<file path="config.mk">
export PLATFORM = sky130hd
export DESIGN_NAME = button_debounce
export DESIGN_NICKNAME = d
export VERILOG_FILES = /design/src/rtl/button_debounce_pkg.sv /design/src/rtl/debounce_channel.sv /design/src/rtl/button_debounce.sv
export SDC_FILE = /design/constraint.sdc
export NUM_CORES = 1
export LEC_CHECK = 0
export ABC_AREA = 1
export CORE_MARGIN = 5
export CORE_UTILIZATION = 54
export CTS_BUF_LIST = sky130_fd_sc_hd__clkbuf_16
export CTS_CLUSTER_DIAMETER = 200
export DETAILED_ROUTE_END_ITERATION = 16
export GPL_ROUTABILITY_DRIVEN = 0
export PLACE_DENSITY = 0.86
export RECOVER_POWER = 100
export SLEW_MARGIN = 20
export SYNTH_ARGS = -nofsm -noshare
export SYNTH_HDL_FRONTEND = slang
export SYNTH_HIERARCHICAL = 1
export SYNTH_SLANG_ARGS = --single-unit
</file>
<file path="constraint.sdc">
create_clock -name clk -period 1.48 [get_ports clk]
set_clock_uncertainty 0.15 [all_clocks]
set_input_delay 0.148 -clock clk [delete_from_list [all_inputs] [get_ports clk]]
set_output_delay 0.148 -clock clk [all_outputs]
set_load 0.03 [all_outputs]
</file>
<file path="src/rtl/button_debounce_pkg.sv">
// Board-level defaults shared by the button front-end: oscillator
// frequency, nominal debounce time, and the counter width helper.
package button_debounce_pkg;

  localparam int BOARD_CLK_HZ    = 12_000_000;
  localparam int DEBOUNCE_MS     = 20;
  localparam int DEFAULT_CNT_MAX = (BOARD_CLK_HZ / 1000) * DEBOUNCE_MS;

  // Bits needed to hold 0..cnt_max.
  function automatic int cnt_width(input int cnt_max);
    return $clog2(cnt_max + 1);
  endfunction

endpackage

</file>
<file path="src/rtl/debounce_channel.sv">
// One button channel: 2-FF synchroniser, stability counter, registered
// debounced level. With DEBOUNCE_PULSE_EN defined it also registers
// one-cycle rise/fall pulses aligned with the level change.
module debounce_channel
  import button_debounce_pkg::*;
#(
  parameter int CNT_MAX = DEFAULT_CNT_MAX
) (
  input  logic clk,
  input  logic rst,
  input  logic raw,
  output logic db
`ifdef DEBOUNCE_PULSE_EN
  ,
  output logic rise,
  output logic fall
`endif
);

  localparam int             CW   = cnt_width(CNT_MAX);
  localparam logic [CW-1:0]  LAST = CW'(CNT_MAX - 1);

  logic          s1;
  logic          s2;
  logic [CW-1:0] cnt;
  logic          accept;

  // Synchronised level has differed from db for CNT_MAX consecutive cycles.
  assign accept = (s2 != db) && (cnt == LAST);

  // Bring the asynchronous pin into the clk domain.
  always_ff @(posedge clk) begin
    if (rst) begin
      s1 <= 1'b0;
      s2 <= 1'b0;
    end else begin
      s1 <= raw;
      s2 <= s1;
    end
  end

  // Count consecutive disagreeing cycles; any agreement restarts the count.
  always_ff @(posedge clk) begin
    if (rst) begin
      cnt <= '0;
      db  <= 1'b0;
    end else if (s2 == db) begin
      cnt <= '0;
    end else if (accept) begin
      db  <= s2;
      cnt <= '0;
    end else begin
      cnt <= cnt + 1'b1;
    end
  end

`ifdef DEBOUNCE_PULSE_EN
  // Edge pulses land in the same cycle db takes its new value.
  always_ff @(posedge clk) begin
    if (rst) begin
      rise <= 1'b0;
      fall <= 1'b0;
    end else begin
      rise <= accept &  s2;
      fall <= accept & ~s2;
    end
  end
`endif

endmodule

</file>
<file path="src/rtl/button_debounce.sv">
// N independent debounced button channels; thin generate wrapper around
// debounce_channel. Optional edge pulse outputs under DEBOUNCE_PULSE_EN.
module button_debounce
  import button_debounce_pkg::*;
#(
  parameter int N       = 2,
  parameter int CNT_MAX = DEFAULT_CNT_MAX
) (
  input  logic         clk,
  input  logic         rst,
  input  logic [N-1:0] x_raw,
  output logic [N-1:0] x_db
`ifdef DEBOUNCE_PULSE_EN
  ,
  output logic [N-1:0] x_rise,
  output logic [N-1:0] x_fall
`endif
);

  for (genvar i = 0; i < N; i++) begin : g_ch
    debounce_channel #(
      .CNT_MAX (CNT_MAX)
    ) u_ch (
      .clk  (clk),
      .rst  (rst),
      .raw  (x_raw[i]),
      .db   (x_db[i])
`ifdef DEBOUNCE_PULSE_EN
      ,
      .rise (x_rise[i]),
      .fall (x_fall[i])
`endif
    );
  end

endmodule
</file>
# Word-level counts from Yosys, hierarchy flattened
# Index checks and enable logic that the tools add are counted.
dict set report classes {
  addsub 2
  n_eq_ne 6
  n_bitwise 2
  reduce_logical 6
}
# cell count
set op_table {}
lappend op_table {{18-bit by 1-bit adder with 18-bit output, second input constant} 2}
lappend op_table {{18-bit == test, second input constant} 2}
lappend op_table {{3-bit OR reduction} 2}
lappend op_table {{2-bit AND reduction} 2}
lappend op_table {{1-bit == test} 2}
lappend op_table {{1-bit logical AND} 2}
lappend op_table {{1-bit != test} 2}
lappend op_table {{1-bit inverter} 2}
dict set report totals {
  regBits 42
  input_bits 4
  word_cells 24
}

# Logic depth before layout (Yosys ltp)
dict set report logic_depth {
  depth_word 3
  mapped_depth 8
  mapped_depth_nobuf 8
}

# Hierarchy
# The synthesis kept the hierarchy.
# mod n_inst cells_each area_each_um2
set by_module_without_submodules {}
lappend by_module_without_submodules {debounce_channel 2 153 1053.5}

# Worst setup path after synthesis
# Ideal clock, no wire load.
dict set report synth_path {
  kind {register to register}
  from {register g_ch[0].u_ch.cnt[0]}
  to {register g_ch[0].u_ch.cnt[16]}
  setup_ns 0.115
  arrival_ns 1.194
  required_time_ns 1.215
  path_slack_ns 0.021
  stages_incl_launch_ff 8
  path_buffers 1
  cell_sequence {dfxtp_1 > ha_1 > nand3_2 > nor2_1 > nand3_1 > nand2_4 > buf_6 > nor2_1}
}
dict set report synth_via {
  elab_chain_len 3
}
# element line
set synth_lines {}
lappend synth_lines {{from (decl)} debounce_channel.sv:25} ;# logic [CW-1:0] cnt;
lappend synth_lines {{from (signal assigned)} debounce_channel.sv:53} ;# cnt <= cnt + 1'b1;
lappend synth_lines {{branches (longest 3 deep; another with 18-bit by 1-bit adder with 18-bit output)} -}
# Several ways; the timed one is not identified.
# A chain may end at the register's enable or synchronous reset.

# Worst setup path in the final report
dict set report layout_path {
  from {register g_ch[1].u_ch.cnt[0]}
  to {register g_ch[1].u_ch.cnt[6]}
}
dict set report layout_via {
  elab_chain_len 3
}
# element line
set layout_lines {}
lappend layout_lines {{from (decl)} debounce_channel.sv:25}
lappend layout_lines {{from (signal assigned)} debounce_channel.sv:53}
lappend layout_lines {{branches (longest 3 deep; another with 18-bit by 1-bit adder with 18-bit output)} -}
# Several ways; the timed one is not identified.

==> results.sh <==
export IMPL_grt_pass1_vias=1792
export IMPL_wirelength_um=6040
export IMPL_first_pass_iters=6
export IMPL_ys_types=19
export IMPL_synth_nets=312
export IMPL_tns_ps=-60.7
export IMPL_grt_max_degree=19
export IMPL_nFillCells=253
export IMPL_ir_worst_vdd_mv=0.479
export IMPL_dpl_worst_slack_ps=-16.2
export IMPL_synth_avg_cell_area_um2=6.89
export IMPL_clk_latency_ps=280
export IMPL_syn_area_um2=2110
export IMPL_drcViolationCount=0
export IMPL_startpoint_type="register"
export IMPL_dpl_cell_area_um2=2250
export IMPL_synth_ff_type="dfxtp_1"
export IMPL_combPwrFrac_pct=2.3
export IMPL_layout_nets=338
export IMPL_period_share_pct=102
export IMPL_r2r_cells=6
export IMPL_antenna_cells=0
export IMPL_pwr_share_seq_pct=50.7
export IMPL_max_slew_margin_pct=73.6
export IMPL_ys_warn_count=6
export IMPL_hp_start="x_raw[0]"
export IMPL_setup_violations=3
export IMPL_path_class="register to register"
export IMPL_min_path_cells=3
export IMPL_numPortBuffers=5
export IMPL_io_pin_count=6
export IMPL_grt_util_all_layers_pct=18.5
export IMPL_fin_util_pct=70.3
export IMPL_worst_pin_slew_ps=394
export IMPL_maxSlewViolCount=0
export IMPL_min_to="g_ch[0].u_ch/s1$_SDFF_PP0_"
export IMPL_cts_max_level=2
export IMPL_setup_slack_ps=-24.7
export IMPL_final_min_clock_period_ps=1500
export IMPL_hp_class="input port to register"
export IMPL_p_int_w=0.00177
export IMPL_ant_nets=0
export IMPL_synth_seq_cells=42
export IMPL_synth_top_cells_by_count="nor2_1, nand2_1, dfxtp_1"
export IMPL_core_area_um2=3720
export IMPL_cts_sinks=42
export IMPL_cts_root_buf="clkbuf_16"
export IMPL_die_area_um2=5250
export IMPL_cts_buffer_depth=2
export IMPL_pwr_share_clk_pct=47.0
export IMPL_syn_instance_count=306
export IMPL_syn_to_final_growth_pct=24.1
export IMPL_clk_pin_slew_ps=60
export IMPL_grt_pass1_wl_um=7570
export IMPL_hold_viol_final=0
export IMPL_grt_overflow=0
export IMPL_maxCapViolations=0
export IMPL_drive_gt1_share_pct=23.4
export IMPL_ff2ff_setup_slack_ps=-20
export IMPL_max_freq_mhz=665
export IMPL_synth_top_area_share_pct=39.9
export IMPL_synth_top_cell_by_area="dfxtp_1"
export IMPL_synth_most_common_cell="nor2_1"
export IMPL_status="finished with violations"
export IMPL_first_iter_violations=425
export IMPL_initial_utilization_pct=56.7
export IMPL_vias=2201
export IMPL_avgViaCountPerCell=5.78
export IMPL_cts_made_buffers=5
export IMPL_violations="negative setup slack"
export IMPL_cp_max_fo=4
export IMPL_ys_async_sr_fraction_pct=0
export IMPL_hold_slack_ps=246
export IMPL_p_sw_w=0.000479
export IMPL_cp_arrival_ps=1510
export IMPL_cts_tree="yes"
export IMPL_finish_instance_area_um2=2610
export IMPL_power_density_nw_per_um2=861
export IMPL_antenna_found_initial=0
export IMPL_p_leak_nw=0.830
export IMPL_routedWlPerCell_um=15.9
export IMPL_switching_share_pct=21.3
export IMPL_r2r_end="g_ch[1].u_ch/cnt[6]$_SDFF_PP0_"
export IMPL_critPathCaptureType="register"
export IMPL_dp_hpwl_um=3220
export IMPL_dieWidth_um=72.5
export IMPL_synth_edf_count=0
export IMPL_required_ps=1490
export IMPL_die_y_um=72.5
export IMPL_ys_seq_area_share_pct=39.9
export IMPL_yosys_top_cells_area="dfxtp_1, nor2_1, nand2_1"
export IMPL_rr_startpoint="g_ch[1].u_ch/cnt[0]$_SDFF_PP0_"
export IMPL_core_rowCount=22
placed cells by master (no fill, tap or decap), types with 2 or more instances in the layout:
master / Yosys / layout
nand2_2: 6 / 9
nand3_4: 0 / 4
clkbuf_16: 0 / 5
o21ai_1: 2 / 3
dlygate4sd2_1: 0 / 2
nand2_4: 2 / 6
buf_4: 0 / 10
xor2_1: 10 / 10
xnor2_1: 10 / 10
nand4_1: 8 / 8
nor2_2: 12 / 16
nor2_1: 70 / 60
dfxtp_1: 42 / 31
a21oi_1: 12 / 12
nor2_4: 0 / 6
clkdlybuf4s50_1: 0 / 2
nand2_1: 68 / 67
inv_2: 0 / 2
inv_1: 34 / 32
dfxtp_2: 0 / 11
or2_2: 2 / 2
nand3_1: 18 / 15
metrics by stage:
step	instances	total power, W
6_report	381	0.00225
5_1_grt	381	0.00232
4_1_cts	373	0.00225
3_3_place_gp	365	0.00120
2_1_floorplan	306	0.00119
3_5_place_dp	365	0.00120
worst max path at each step:
| stage | startpoint | endpoint | slack [ps] | depth (start not counted) |
|---|---|---|---|---|
| 2_1_floorplan | g_ch[0].u_ch/cnt[0]$_SDFF_PP0_ | g_ch[0].u_ch/cnt[16]$_SDFF_PP0_ | 20 | 7 |
| 5_1_grt | g_ch[1].u_ch/cnt[0]$_SDFF_PP0_ | g_ch[1].u_ch/cnt[16]$_SDFF_PP0_ | -120 | 7 |
| 4_1_cts | g_ch[0].u_ch/cnt[0]$_SDFF_PP0_ | g_ch[0].u_ch/cnt[14]$_SDFF_PP0_ | -10 | 7 |
| 6_report | g_ch[1].u_ch/cnt[0]$_SDFF_PP0_ | g_ch[1].u_ch/cnt[6]$_SDFF_PP0_ | -20 | 6 |
| 3_3_place_gp | rst | g_ch[1].u_ch/cnt[3]$_SDFF_PP0_ | 30 | 4 |
| 3_5_place_dp | rst | g_ch[1].u_ch/cnt[10]$_SDFF_PP0_ | -20 | 4 |
power by group through the flow:
stage / combinational (W) / sequential (W) / clock (W)
2_1_floorplan: 0.0000222 / 0.00117 / 0
3_3_place_gp: 0.0000367 / 0.00116 / 0
3_5_place_dp: 0.0000384 / 0.00117 / 0
4_1_cts: 0.0000388 / 0.00114 / 0.00107
5_1_grt: 0.0000563 / 0.00114 / 0.00112
6_report: 0.0000520 / 0.00114 / 0.00106
layer usage:
layer  global-route usage (%)  vias up  wire length, um
met5                        0        -                0
li1                         -     1014                -
met1                     21.1     1004             2380
met4                     10.2        0              364
met3                     5.26       48              443
met2                     31.0      135             2860
logic make-up (layout without fill, tap and decap cells):
group / count (synthesis) / after routing / synth area share [%]
compound gates: 16 / 16 / 3.80
xor+xnor: 20 / 20 / 8.31
flops: 42 / 42 / 39.9
fa+ha+maj: 2 / 2 / 1.19
simple gates: 190 / 196 / 39.7
buf+inv: 36 / 57 / 7.13
final cells by class:
type                       count  area [um2]  share of cell area, %
multi-input combinational    234        1310                   50.0
sequential                    42         855                   32.7
inverter                      34         128                   4.88
clock buffer                   5         125                   4.79
timing repair buffer          15         123                   4.69
tap                           48        60.1                   2.30
clock inverter                 3        16.3                  0.622
sequential cells by signal, indices dropped and copies added (netlist names):
name / flops
g_ch.u_ch/cnt: 36
g_ch.u_ch/s2: 2
g_ch.u_ch/db: 2
g_ch.u_ch/s1: 2
repair_timing:
item                                    CTS  global route
endpoints found under the setup margin    5            38
cloned                                    0             6
hold buffers                              0             0
pin swaps                                 1            12
gates resized for setup                   3            47
buffers inserted                          0             2
critical path, stage by stage (launching register included):
cell,delay (ps)
dfxtp_1,340
ha_2,220
nand3_4,140
nor2_4,130
buf_4,120
xnor2_1,160
nor2_1,110
Note: power is estimated with default switching activity, not from simulation.
